[src/rtl/systolic_feeder_2x2_if.sv]
// Bundle between the 2x2 systolic feeder and its driver/array edge.
// Carries matrix writes and start in; status pulses and skewed streams out.
interface systolic_feeder_2x2_if #(
   parameter int W = 8
);
   logic         wr_en;
   logic         wr_sel;
   logic [1:0]   wr_addr;
   logic [W-1:0] wr_data;
   logic         start;
   logic         busy;
   logic         done;
   logic         pe_clr;
   logic         valid;
   logic [W-1:0] a_row0;
   logic [W-1:0] a_row1;
   logic [W-1:0] b_col0;
   logic [W-1:0] b_col1;

   modport master (
      output wr_en, wr_sel, wr_addr, wr_data, start,
      input  busy, done, pe_clr, valid,
      input  a_row0, a_row1, b_col0, b_col1
   );

   modport slave (
      input  wr_en, wr_sel, wr_addr, wr_data, start,
      output busy, done, pe_clr, valid,
      output a_row0, a_row1, b_col0, b_col1
   );
endinterface

[src/rtl/systolic_feeder_2x2.sv]
// Edge driver for a 2x2 output-stationary MAC array: stores A/B, clears,
// streams skewed rows/cols, pulses done. Ports: clk, reset, bus (slave).
// Option macro FEEDER_DOUBLE_BUF_EN: shadow/active banks for A and B.
module systolic_feeder_2x2 #(
   parameter int W = 8
) (
   input logic              clk,
   input logic              reset,
   systolic_feeder_2x2_if.slave bus
);

   typedef enum logic [1:0] {IDLE, CLR, FEED, DRAIN} state_t;

   state_t state_q, state_d;
   logic [1:0] f_q, f_d;

   // element index is {row, col}
   logic [3:0][W-1:0] a_q, a_d;
   logic [3:0][W-1:0] b_q, b_d;

   logic         busy_q, busy_d;
   logic         done_q, done_d;
   logic         clr_q, clr_d;
   logic         valid_q, valid_d;
   logic [W-1:0] a0_q, a0_d, a1_q, a1_d;
   logic [W-1:0] b0_q, b0_d, b1_q, b1_d;

   logic accept;
   assign accept = (state_q == IDLE) && bus.start;

   always_comb begin
      state_d = state_q;
      f_d     = f_q;
      unique case (state_q)
         IDLE:    if (bus.start) state_d = CLR;
         CLR: begin
            state_d = FEED;
            f_d     = 2'd0;
         end
         FEED: begin
            f_d = f_q + 2'd1;
            if (f_q == 2'd3) state_d = DRAIN;
         end
         DRAIN:   state_d = IDLE;
         default: state_d = IDLE;
      endcase
   end

`ifdef FEEDER_DOUBLE_BUF_EN
   logic [3:0][W-1:0] sa_q, sa_d;
   logic [3:0][W-1:0] sb_q, sb_d;

   // the copy takes the merged shadow so a same-cycle write is included
   always_comb begin
      sa_d = sa_q;
      sb_d = sb_q;
      if (bus.wr_en) begin
         if (bus.wr_sel) sb_d[bus.wr_addr] = bus.wr_data;
         else            sa_d[bus.wr_addr] = bus.wr_data;
      end
      a_d = a_q;
      b_d = b_q;
      if (accept) begin
         a_d = sa_d;
         b_d = sb_d;
      end
   end

   always_ff @(posedge clk or posedge reset) begin
      if (reset) begin
         sa_q <= '0;
         sb_q <= '0;
      end else begin
         sa_q <= sa_d;
         sb_q <= sb_d;
      end
   end
`else
   always_comb begin
      a_d = a_q;
      b_d = b_q;
      if (bus.wr_en && state_q == IDLE) begin
         if (bus.wr_sel) b_d[bus.wr_addr] = bus.wr_data;
         else            a_d[bus.wr_addr] = bus.wr_data;
      end
   end
`endif

   // outputs are registered, so decode from the state being entered
   always_comb begin
      busy_d  = (state_d != IDLE);
      clr_d   = (state_d == CLR);
      valid_d = (state_d == FEED);
      done_d  = (state_q == DRAIN);
      a0_d    = '0;
      a1_d    = '0;
      b0_d    = '0;
      b1_d    = '0;
      if (state_d == FEED) begin
         unique case (f_d)
            2'd0: begin
               a0_d = a_q[0];
               b0_d = b_q[0];
            end
            2'd1: begin
               a0_d = a_q[1];
               a1_d = a_q[2];
               b0_d = b_q[2];
               b1_d = b_q[1];
            end
            2'd2: begin
               a1_d = a_q[3];
               b1_d = b_q[3];
            end
            default: ;
         endcase
      end
   end

   always_ff @(posedge clk or posedge reset) begin
      if (reset) begin
         state_q <= IDLE;
         f_q     <= '0;
         a_q     <= '0;
         b_q     <= '0;
         busy_q  <= 1'b0;
         done_q  <= 1'b0;
         clr_q   <= 1'b0;
         valid_q <= 1'b0;
         a0_q    <= '0;
         a1_q    <= '0;
         b0_q    <= '0;
         b1_q    <= '0;
      end else begin
         state_q <= state_d;
         f_q     <= f_d;
         a_q     <= a_d;
         b_q     <= b_d;
         busy_q  <= busy_d;
         done_q  <= done_d;
         clr_q   <= clr_d;
         valid_q <= valid_d;
         a0_q    <= a0_d;
         a1_q    <= a1_d;
         b0_q    <= b0_d;
         b1_q    <= b1_d;
      end
   end

   assign bus.busy   = busy_q;
   assign bus.done   = done_q;
   assign bus.pe_clr = clr_q;
   assign bus.valid  = valid_q;
   assign bus.a_row0 = a0_q;
   assign bus.a_row1 = a1_q;
   assign bus.b_col0 = b0_q;
   assign bus.b_col1 = b1_q;

endmodule

[src/flat_wrapper.sv]
// flat-port wrapper written by rule: the top's interface ports become plain ports
module systolic_feeder_2x2_flat 
#(
   parameter int W = 8
)
  (clk, reset, bus_wr_en, bus_wr_sel, bus_wr_addr, bus_wr_data, bus_start, bus_busy, bus_done, bus_pe_clr, bus_valid, bus_a_row0, bus_a_row1, bus_b_col0, bus_b_col1);
  systolic_feeder_2x2_if #(.W(W)) bus_i ();
  input logic clk;
  input logic reset;
  input wire logic [$bits(bus_i.wr_en)-1:0] bus_wr_en;
  input wire logic [$bits(bus_i.wr_sel)-1:0] bus_wr_sel;
  input wire logic [$bits(bus_i.wr_addr)-1:0] bus_wr_addr;
  input wire logic [$bits(bus_i.wr_data)-1:0] bus_wr_data;
  input wire logic [$bits(bus_i.start)-1:0] bus_start;
  output wire logic [$bits(bus_i.busy)-1:0] bus_busy;
  output wire logic [$bits(bus_i.done)-1:0] bus_done;
  output wire logic [$bits(bus_i.pe_clr)-1:0] bus_pe_clr;
  output wire logic [$bits(bus_i.valid)-1:0] bus_valid;
  output wire logic [$bits(bus_i.a_row0)-1:0] bus_a_row0;
  output wire logic [$bits(bus_i.a_row1)-1:0] bus_a_row1;
  output wire logic [$bits(bus_i.b_col0)-1:0] bus_b_col0;
  output wire logic [$bits(bus_i.b_col1)-1:0] bus_b_col1;
  assign bus_i.wr_en = bus_wr_en;
  assign bus_i.wr_sel = bus_wr_sel;
  assign bus_i.wr_addr = bus_wr_addr;
  assign bus_i.wr_data = bus_wr_data;
  assign bus_i.start = bus_start;
  assign bus_busy = bus_i.busy;
  assign bus_done = bus_i.done;
  assign bus_pe_clr = bus_i.pe_clr;
  assign bus_valid = bus_i.valid;
  assign bus_a_row0 = bus_i.a_row0;
  assign bus_a_row1 = bus_i.a_row1;
  assign bus_b_col0 = bus_i.b_col0;
  assign bus_b_col1 = bus_i.b_col1;
  systolic_feeder_2x2 #(.W(W)) u_core (.clk(clk), .reset(reset), .bus(bus_i));
endmodule
[config.mk]
export PLATFORM = sky130hd
export DESIGN_NAME = systolic_feeder_2x2_flat
export DESIGN_NICKNAME = d
export VERILOG_FILES = /design/src/rtl/systolic_feeder_2x2_if.sv /design/src/rtl/systolic_feeder_2x2.sv /design/src/flat_wrapper.sv
export SDC_FILE = /design/constraint.sdc
export NUM_CORES = 1
export LEC_CHECK = 0
export ABC_AREA = 1
export BUFFER_PORTS_ARGS = -buffer_cell sky130_fd_sc_hd__buf_4
export CORE_MARGIN = 8
export CORE_UTILIZATION = 31
export DETAILED_ROUTE_END_ITERATION = 10
export PLACE_DENSITY = 0.49
export SLEW_MARGIN = 40
export SYNTH_ARGS = -nofsm -noshare
export SYNTH_HDL_FRONTEND = slang
export SYNTH_SLANG_ARGS = --single-unit
[constraint.sdc]
create_clock -name clk -period 3.65 [get_ports clk]
set_clock_uncertainty 0.15 [all_clocks]
set_input_delay 0.5475 -clock clk [delete_from_list [all_inputs] [get_ports clk]]
set_output_delay 0.5475 -clock clk [all_outputs]
set_load 0.01 [all_outputs]
# ---- After elaboration in Yosys (flattened, before gate mapping)
# Cells that the tools add are included.
dict set report totals {
  reg_bits 104
  latch_bits 0
  ramBits 0
  rom_bits 0
  input_bits 15
  out_inout_bits 36
  word_cells 53
  memories 0
}
dict set report classes {
  addsub 1
  multipliers 0
  div_mod_pow 0
  order_cmp 2
  eq_ne 8
  n_shift 0
  n_mux 16
  n_bitwise 1
  reduce_logical 7
}
# operator count
set op_table {}
lappend op_table {{bitwise mux 32 bit} 2}
lappend op_table {{one-hot mux 8 bit (2 select lines)} 4}
lappend op_table {{2-to-1 mux 8 bit} 5}
lappend op_table {{demux 8 bit (select 2 bit)} 1}
lappend op_table {{== test 2 bit (second input constant)} 5}
lappend op_table {{one-hot mux 2 bit (4 select lines)} 1}
lappend op_table {{== test 2 x 1 -> 1 bit (second input constant)} 3}
lappend op_table {{zero test 2 bit} 2}
lappend op_table {{2-to-1 mux 2 bit} 2}
lappend op_table {{one-hot mux 2 bit (2 select lines)} 1}
lappend op_table {{AND reduction 2 bit} 2}
lappend op_table {{less-than comparator 2 x 3 -> 1 bit (second input constant)} 1}
lappend op_table {{adder 2 x 1 -> 2 bit (second input constant)} 1}
lappend op_table {{greater-or-equal comparator 2 x 1 -> 1 bit (second input constant)} 1}
lappend op_table {{logical AND 1 bit} 2}
lappend op_table {{nonzero test 2 bit} 1}
lappend op_table {{NOT 1 bit} 1}

# ---- Depth between registers and ports, before layout
dict set report depth {
  word_depth 5
  mapped_depth 13
  mapped_depth_nobuf 11
}

# ---- Least setup slack after synthesis
# OpenSTA, ideal clock, no wires.
dict set report synth_timing {
  path_type {register to register}
  start {register u_core.state_q[0]}
  end {register u_core.b0_q[3] (netlist: u_core.bus.b_col0[3])}
  setup_ns 0.120
  arrival_ns 2.037
  required_time_ns 3.380
  setup_slack_ns 1.343
  stages_incl_launch_ff 13
  path_buffers 2
  synth_period_minus_slack_ns 2.307
  path_cell_list {dfrtp_1 -> inv_1 -> ha_1 -> inv_1 -> o21ai_0 -> inv_1 -> ha_1 -> buf_2 -> inv_1 -> buf_1 -> o21ai_0 -> inv_1 -> nor2_1}
}
dict set report synth_between {
  elab_cells_between_ends 13
  classes_between {eq/ne (5); mux (6); reduce/logical (2)}
}
# element line_no
set synth_lines {}
lappend synth_lines {{start: declaration} systolic_feeder_2x2.sv:14} ;# state_t state_q, state_d;
lappend synth_lines {{start signal: assignment} systolic_feeder_2x2.sv:135} ;# state_q <= state_d;
lappend synth_lines {{== test 2 bit (tied with other cells)} systolic_feeder_2x2.sv:34} ;# unique case (state_q)
lappend synth_lines {{one-hot mux 2 bit (4 select lines) (*)} systolic_feeder_2x2.sv:34}
lappend synth_lines {{via u_core.state_d[1]} systolic_feeder_2x2.sv:14}
lappend synth_lines {{== test 2 bit (*)} systolic_feeder_2x2.sv:99} ;# if (state_d == FEED) begin
lappend synth_lines {{2-to-1 mux 8 bit (*)} systolic_feeder_2x2.sv:99}
lappend synth_lines {{via u_core.b0_d[3]} systolic_feeder_2x2.sv:26} ;# logic [W-1:0] b0_q, b0_d, b1_q, b1_d;
lappend synth_lines {{end signal: assignment} systolic_feeder_2x2.sv:132} ;# b0_q <= '0;
lappend synth_lines {{end signal: assignment} systolic_feeder_2x2.sv:145} ;# b0_q <= b0_d;
lappend synth_lines {{end: declaration} systolic_feeder_2x2.sv:26}
# Mark *: on every way through the listed nets, which the timed path passes. The rest lies on a longest branch.
# A chain may end at the register's enable or synchronous reset.

# ---- Worst setup path after layout
dict set report layout_timing {
  start {register u_core.state_q[0]}
  end {register u_core.b1_q[6] (netlist: u_core.bus.b_col1[6])}
}
dict set report layout_between {
  elab_cells_between_ends 13
  classes_between {eq/ne (6); mux (6); reduce/logical (1)}
}
# element line_no
set layout_lines {}
lappend layout_lines {{== test 2 bit (tied with other cells)} systolic_feeder_2x2.sv:34}
lappend layout_lines {{one-hot mux 2 bit (4 select lines) (*)} systolic_feeder_2x2.sv:34}
lappend layout_lines {{via u_core.state_d[1]} systolic_feeder_2x2.sv:14}
lappend layout_lines {{== test 2 bit (*)} systolic_feeder_2x2.sv:99}
lappend layout_lines {{2-to-1 mux 8 bit (*)} systolic_feeder_2x2.sv:99}
lappend layout_lines {{via u_core.b1_d[6]} systolic_feeder_2x2.sv:26}
lappend layout_lines {{end signal: assignment} systolic_feeder_2x2.sv:133} ;# b1_q <= '0;
lappend layout_lines {{end signal: assignment} systolic_feeder_2x2.sv:146} ;# b1_q <= b1_d;
lappend layout_lines {{end: declaration} systolic_feeder_2x2.sv:26}
# Marked as above.

==> results.json <==
{
  "crit_arrival_ps": 2740,
  "cts_tree": "done",
  "synth.ff_latch_count": 104,
  "run_status": "completed",
  "antenna-diode-count": 0,
  "syn2layout_area_growth_pct": 18.42,
  "p_leak_nw": 2.748,
  "drt_iter0_markers": 289,
  "timing.final.setup_violations": 0,
  "detail_route.first_pass.iterations": 4,
  "core-area_mm2": 0.01388,
  "stdcell_count": 747,
  "postRouteWirelength_mm": 10.58,
  "routed.top_layer": "met4",
  "place_ws_ps": 951.3,
  "floorplan.io_pins": 51,
  "synthesis.area_mm2": 0.004395,
  "cts-hold-fix-buffers": 0,
  "floorplan.die.height_um": 135.1,
  "detailroute.via_count": 3299,
  "dpl.hpwl_mm": 6.816,
  "yosys.cell_count.top_type": "sky130_fd_sc_hd__nand2_1",
  "fin_crit_sh_pct": 73.27,
  "syn_nets": 546,
  "grt.total_usage_pct": 12.15,
  "netlist_top_cells_count": "227 x sky130_fd_sc_hd__nand2_1, 104 x sky130_fd_sc_hd__dfrtp_1, 51 x sky130_fd_sc_hd__inv_1",
  "util_after_layout_pct": 37.50,
  "overflow": 0,
  "place.port_buffers": 50,
  "maximum_resistive_drop_on_vdd_uv": 418.4,
  "cts_made_buffers": 9,
  "timing.setup.critical_path_class": "reg2reg",
  "clock_tree.buffer_depth": 2,
  "proportion_of_synthesized_chip_area_in_sequential_cells_pct": 59.21,
  "synth_largest_type_area_fraction_pct": 59.21,
  "floorplan.initialDensity_pct": 31.67,
  "remaining_drc_errors": 0,
  "power-per-cell-area_mw_per_mm2": 863.9,
  "final.setup.tns_ps": 0,
  "hold_class": "in2async",
  "num-nets-final": 585,
  "post_cts_resized": 0,
  "number_of_antenna_violations_at_the_first_check_in_global_routing": 0,
  "timing.final.ws_setup_ps": 975.6,
  "post_layout_minimum_cycle_time_ps": 2674,
  "synth_ff_type": "sky130_fd_sc_hd__dfrtp_1",
  "cts_root_buf": "sky130_fd_sc_hd__clkbuf_16",
  "cts.reportedPaths.clkPinSlew_ps": 70,
  "timing_worst_slew_pin_value_ps": 743.3,
  "timing_hold_violations_final": 0,
  "mean_routed_wirelength_per_cell_um": 14.16,
  "grt_pass1_vias": 3355,
  "wl_met3_um": 467,
  "drive_above_1_share_pct": 14.11,
  "finalHoldWorstSlack_ps": 136.2,
  "wl_met1_mm": 4.550,
  "total_power_mw": 4.497,
  "synth_top_area_cells": "sky130_fd_sc_hd__dfrtp_1 59%, sky130_fd_sc_hd__nand2_1 19%, sky130_fd_sc_hd__o21ai_0 4.7%, sky130_fd_sc_hd__inv_1 4.4%, sky130_fd_sc_hd__nor2_1 2.9%",
  "clock_insertion_delay_worst_skew_ps": 340,
  "chip_width_um": 135.1,
  "postSynthAreaPerCell_um2": 8.388,
  "netlist.top_cell.by_area": "sky130_fd_sc_hd__dfrtp_1",
  "achievable-frequency_mhz": 373.9,
  "gp_congestion": 0.7378,
  "row_count": 43,
  "postRouteAntennaNets": 0,
  "final-max-slew-violation-count": 0,
  "clock_tree.htree_level_count": 3,
  "crit_required_ps": 3720,
  "clock_sinks": 104,
  "synth_enable_flop_cells": 0,
  "cap_violations": 0,
  "setup_repair_after_global_routing_missed_its_margin": "no",
  "route.met2.wl_mm": 5.331,
  "die-area_mm2": 0.01825,
  "placedCellCount": 732,
  "post_synth_inst_count": 524,
  "ys_async_sr_fraction_pct": 100.0,
  "finish.instance_area_mm2": 0.005205,
  "grt_max_degree": 57,
  "post_dp_cell_area_mm2": 0.004916,
  "routed_via_density": 4.416,
  "post_cts_setup_buffer_count": 0,
  "cp-end-kind": "flop",
  "synth_warnings": 0,
  "timing.critical_path.fanout_max": 17,
  "worst_slew_margin_rel_pct": 50.39,
  "grt_pass1_wl_mm": 17.40,
  "r2r_setup_slack_ps": 980,
  "synth.lib_cells_used.distinct": 20,
  "setup.worst_path.start_class": "flop"
}
[layout by cell type, fill, tap and decap left out, types with 3 or more instances in the layout]
cell type,netlist,final
sky130_fd_sc_hd__buf_4,1,53
sky130_fd_sc_hd__clkbuf_16,0,9
sky130_fd_sc_hd__dfrtp_1,104,104
sky130_fd_sc_hd__ha_1,7,7
sky130_fd_sc_hd__inv_1,51,50
sky130_fd_sc_hd__nand2_1,227,227
sky130_fd_sc_hd__nand2_2,3,3
sky130_fd_sc_hd__nand3_1,19,19
sky130_fd_sc_hd__nor2_1,34,34
sky130_fd_sc_hd__nor2_2,4,4
sky130_fd_sc_hd__nor2_4,3,3
sky130_fd_sc_hd__o21ai_0,41,41
[path summary, 6_finish.rpt]
check | start | to | cells past startpoint
min | reset | u_core.bus.b_col0[2] | 2
min in group clk | u_core.b_q[4] | u_core.b_q[4] | 2
min reg2reg | u_core.b_q[4] | u_core.b_q[4] | 2
max in group asynchronous | reset | u_core.a_q[5] | 3
max | u_core.state_q[0] | u_core.bus.b_col1[6] | 11
max reg2reg | u_core.state_q[0] | u_core.bus.b_col1[6] | 11
[critical path, stage by stage, from the launching register on]
cell and delay, ps:
sky130_fd_sc_hd__dfrtp_1 370, sky130_fd_sc_hd__inv_1 80, sky130_fd_sc_hd__ha_1 380, sky130_fd_sc_hd__inv_1 80, sky130_fd_sc_hd__o21ai_0 330, sky130_fd_sc_hd__inv_1 100
sky130_fd_sc_hd__ha_1 200, sky130_fd_sc_hd__buf_4 190, sky130_fd_sc_hd__inv_1 370, sky130_fd_sc_hd__o21ai_0 160, sky130_fd_sc_hd__nand2_1 80, sky130_fd_sc_hd__nor2_1 50
[cell families (layout without fill, tap and decap cells)]
kind of cell	after synthesis	count (layout)	share of synthesized area, %
buffers and inverters	78	121	7.315
AOI/OAI and AO/OA	44	44	5.038
and+or+nand+nor	291	291	26.44
adders and majority gates	7	7	1.993
DFF	104	104	59.21
[flip-flops by register name, summed over array words and instances (netlist names), 2 cells and up]
name	cells
u_core.a_q	32
u_core.b_q	32
u_core.bus.a_row0	8
u_core.bus.a_row1	8
u_core.bus.b_col0	8
u_core.bus.b_col1	8
u_core.f_q	2
u_core.state_q	2
[power by group]
group	internal, mW	switching, mW	total [mW]
Clock	0.546	0.410	0.956
Sequential	1.64	0.206	1.84
Combinational	0.577	1.12	1.70
[cell type report]
type / count / area, um2
clock buffer: 12 / 246.5
clock inverter: 3 / 42.54
fill: 1446 / 8676
inverter: 52 / 198.9
multi-input combinational: 342 / 1471
sequential: 104 / 2603
tap: 180 / 225.2
timing repair buffer: 54 / 417.9
[metal layers]
layer | vias up | global-route usage (%)
met2 | 59 | 20.93
met5 | - | 0
met3 | 15 | 2.452
met1 | 1571 | 14.29
li1 | 1654 | -
met4 | 0 | 5.490
Note: power is estimated with default switching activity, not from simulation.
